==> src/rtl/signed_accum32.sv <==
// Streaming 32-bit signed accumulator: one operand per handshake, result held per packet.
// Optional SIGNED_ACCUM_SAT_EN clamps the running sum on signed overflow instead of wrapping.
module signed_accum32 #(
  parameter int CNT_W = 16
) (
  input  logic             clk,
  input  logic             rst,
  input  logic             in_valid,
  output logic             in_ready,
  input  logic [31:0]      in_data,
  input  logic             in_last,
  output logic             out_valid,
  input  logic             out_ready,
  output logic [31:0]      out_sum,
  output logic             out_cout,
  output logic             out_of,
  output logic [CNT_W-1:0] out_cnt
);

  typedef enum logic [1:0] {
    IDLE  = 2'd0,
    ACCUM = 2'd1,
    HOLD  = 2'd2
  } state_e;

  state_e             state_q, state_d;
  logic [31:0]        acc_q, acc_d;
  logic [CNT_W-1:0]   cnt_q, cnt_d;
  logic               of_q, of_d;
  logic               cout_q, cout_d;

  logic               accept;
  logic               release_res;
  logic [32:0]        add_w;
  logic               ovf;

  assign accept      = in_valid && in_ready;
  assign release_res = out_valid && out_ready;

  assign add_w = {1'b0, acc_q} + {1'b0, in_data};
  assign ovf   = (acc_q[31] == in_data[31])
              && (add_w[31] != acc_q[31]);

  always_ff @(posedge clk or posedge rst) begin
    if (rst) begin
      state_q <= IDLE;
      acc_q   <= '0;
      cnt_q   <= '0;
      of_q    <= 1'b0;
      cout_q  <= 1'b0;
    end else begin
      state_q <= state_d;
      acc_q   <= acc_d;
      cnt_q   <= cnt_d;
      of_q    <= of_d;
      cout_q  <= cout_d;
    end
  end

  always_comb begin
    state_d = state_q;
    unique case (state_q)
      IDLE, ACCUM: begin
        if (accept) begin
          state_d = in_last ? HOLD : ACCUM;
        end
      end
      HOLD: begin
        if (out_ready) begin
          state_d = IDLE;
        end
      end
      default: state_d = IDLE;
    endcase
  end

  always_comb begin
    in_ready  = (state_q != HOLD);
    out_valid = (state_q == HOLD);
    out_sum   = acc_q;
    out_cout  = cout_q;
    out_of    = of_q;
    out_cnt   = cnt_q;
  end

  // Datapath next-state; cout always comes from the raw add.
  always_comb begin
    acc_d  = acc_q;
    cnt_d  = cnt_q;
    of_d   = of_q;
    cout_d = cout_q;
    if (release_res) begin
      acc_d  = '0;
      cnt_d  = '0;
      of_d   = 1'b0;
      cout_d = 1'b0;
    end else if (accept) begin
      cout_d = add_w[32];
      of_d   = of_q | ovf;
      cnt_d  = (cnt_q == {CNT_W{1'b1}})
             ? cnt_q : cnt_q + CNT_W'(1);
`ifdef SIGNED_ACCUM_SAT_EN
      if (ovf) begin
        acc_d = acc_q[31] ? 32'h8000_0000
                          : 32'h7FFF_FFFF;
      end else begin
        acc_d = add_w[31:0];
      end
`else
      acc_d = add_w[31:0];
`endif
    end
  end

endmodule
==> config.mk <==
export PLATFORM = sky130hd
export DESIGN_NAME = signed_accum32
export DESIGN_NICKNAME = d
export VERILOG_FILES = /design/src/rtl/signed_accum32.sv
export SDC_FILE = /design/constraint.sdc
export NUM_CORES = 1
export LEC_CHECK = 0
export ABC_AREA = 1
export BUFFER_PORTS_ARGS = -buffer_cell sky130_fd_sc_hd__buf_4
export CELL_PAD_IN_SITES_DETAIL_PLACEMENT = 1
export CELL_PAD_IN_SITES_GLOBAL_PLACEMENT = 1
export CORE_UTILIZATION = 39
export DETAILED_ROUTE_END_ITERATION = 8
export PLACE_DENSITY_LB_ADDON = 0.1
export SYNTH_ARGS = -nofsm -noshare
export SYNTH_HDL_FRONTEND = slang
export SYNTH_SLANG_ARGS = --single-unit
==> constraint.sdc <==
create_clock -name clk -period 2 [get_ports clk]
set_clock_uncertainty 0.1 [all_clocks]
set_input_delay 0.3 -clock clk [delete_from_list [all_inputs] [get_ports clk]]
set_output_delay 0.3 -clock clk [all_outputs]
set_load 0.01 [all_outputs]
==> results.toml <==
[floorplan]
die_w_um = 111.8
start_util = 0.4065
dieHeight_um = 111.8
io_pins = 89
num_rows = 39
die_area_sq_mm = 0.01250
coreArea_sq_mm = 0.01156

[pwr]
powerDensity_mw_per_mm2 = 1522
ir_worst_vdd_mv = 0.7532
p_leak_nw = 3.742

[sta]
whs_ns = 0.07210
slew-limit-headroom = 0.6564
worstMarginPinSlew_ns = 0.5146
max_freq_mhz = 486.3
hold_viol = 0
rsz0062_at_grt = "true"
finalSetupViolations = 8
slew_violations = 0
fin_crit_ns = 2.056
period_share = 1.028
setup_ws_ns = -0.05614

[logic_synthesis]
yosys_register_bits = 52
ys_seq_area_frac = 0.2768
synth.distinct_cells = 36
synth_top_area_cell = "dfrtp_1"
ys_top_cells_by_area = "dfrtp_1, nand2_1, inv_1, ha_1, nand3_1"
synth-edff-count = 0
async_flop_share = 1.000
yosysTopAreaCellShare = 0.2768
synth_ff_type = "dfrtp_1"
syn_inst = 763
yosysWarningCount = 0
avgSynthCellArea_sq_um = 6.161
yosysMostFrequentCell = "nand2_1"
syn_area_sq_mm = 0.004701
syn-num-nets = 834
yosys-top-cells-count = "nand2_1, inv_1, nor2_1"

[global_route]
first_global_vias = 5876
grt_max_degree = 23
grt_usage = 0.2849
grt_first_pass_wirelength_mm = 28.29
globalRouteOverflowTotal = 0
antenna_found_initial = 0

[final_layout]
area_growth_pct = 47.56
post_layout_nonfiller_instances = 1067
nets = 994
final_area_sq_mm = 0.006937
drive_gt1_frac = 0.3344
nFillCells = 1533
insertedDiodeCount = 0

[cts]
cts-root-buf = "clkbuf_16"
cts_buffers = 5
cts_tree = "yes"
worstSkewPairLatency_ns = 0.32
htreeDepth = 2
clock_path_buffers = 2
numClockSinks = 52
clk_pin_slew_worst_paths_ns = 0.08

[place]
dp_hpwl_mm = 13.23
io_buffers = 88
dp_cells = 1045
place_ws_ns = -0.1958
place_congestion = 0.8602
place_area_sq_mm = 0.005963

[setup_path]
cp_max_fo = 5
endpoint_kind = "register"
critPathLaunchType = "register"
critPathArrivalTime_ns = 2.15
cp_data_required_time_ns = 2.10
crit_type = "register to register"

[routing]
drc = 5
via_per_inst = 5.373
dr.first_iter.drc_count = 196
ant_nets = 0
vias = 5733
route.detailed.wl_per_inst_um = 18.30
drtPass1Iterations = 6
routed_wl_mm = 19.53

[worst_hold_path]
hp-class = "input port to register"

[job]
maxCapViolations = 0

[status]
violations = "DRC, setup timing"
status = "finished with violations"
what timing repair did:
action | CTS | global route
pin swaps | 3 | 24
endpoints found under the setup margin | 22 | 25
resized for setup | 34 | 120
buffers inserted | 3 | 10
endpoints found under the hold margin | 18 | 0
hold buffers | 1 | 0
state kept, by name, summed over array words and instances (netlist names):
register,cells
out_sum,32
out_cnt,16
state_q,2
out_cout,1
out_of,1
placed cells by master, fill, tap and decap left out, drive strengths merged, types with 9 or more instances in the layout:
cell type,n
nand3,52
nand2,315
o21ai,29
ha,33
nand3b,9
a21oi,30
nand4,12
nor2,60
buf,161
dfrtp,52
inv,128
path summary, 6_finish.rpt:
check | start | to | slack (ns) | cells past startpoint
setup / recovery | out_sum[14] | out_sum[16] | -0.06 | 12
max in group asynchronous | rst | out_sum[15] | 0.65 | 4
setup reg to reg | out_sum[14] | out_sum[16] | -0.06 | 12
hold / removal | in_last | state_q[0] | 0.07 | 2
min in group asynchronous | rst | out_sum[25] | 0.47 | 3
hold reg to reg | state_q[1] | state_q[0] | 0.39 | 1
report_power, final:
part           total [mW]  internal, mW  switching [mW]
logic                7.59          3.33            4.26
clock network       0.971         0.476           0.494
registers            2.00          1.48           0.513
total                10.6          5.29            5.27
per-layer routing:
layer | global-route usage | up-vias | share of wire
met5 | 0 | - | 0
met4 | 0.09820 | 0 | 0.039
met3 | 0.04899 | 52 | 0.043
met2 | 0.5205 | 156 | 0.51
met1 | 0.3339 | 2816 | 0.40
li1 | - | 2709 | -
per-stage QoR:
| step | total power [mW] | utilization | setup TNS (ns) |
|---|---|---|---|
| 4_1_cts | 9.182 | 0.5448 | 0 |
| 3_3_place_gp | 7.601 | 0.5156 | -0.6571 |
| 3_5_place_dp | 7.839 | 0.5156 | -2.115 |
| 5_1_grt | 11.32 | 0.5998 | -1.664 |
| 6_report | 10.55 | 0.5998 | -0.2138 |
| 2_1_floorplan | 5.182 | - | 0 |
area by class of cell:
class | instances | area [sq um] | share of cell area
multi-input cells | 576 | 3581 | 0.5162
flip-flops and latches | 52 | 1303 | 0.1878
repair buffers | 162 | 1251 | 0.1804
inverters | 126 | 473.0 | 0.06818
well taps | 143 | 178.9 | 0.02579
clock buffers | 5 | 125.1 | 0.01804
clock inverters | 3 | 25.02 | 0.003608
cell families after synthesis:
group / synth area share
flops: 0.2768
xor+xnor: 0.01304
compound gates: 0.08331
fa+ha+maj: 0.09210
simple gates: 0.4229
buf+inv: 0.1118
critical path, stage by stage (launching register included):
cell     delay, ns
dfrtp_1       0.41
ha_4          0.31
buf_4         0.13
nand2_1       0.11
nor2_1        0.12
buf_4         0.17
inv_1         0.06
nor2_2        0.14
nor2_1        0.09
nand2_4       0.10
nand2_1       0.07
nand2_1       0.06
o21ai_1       0.07
Note: power is estimated with default switching activity, not from simulation.
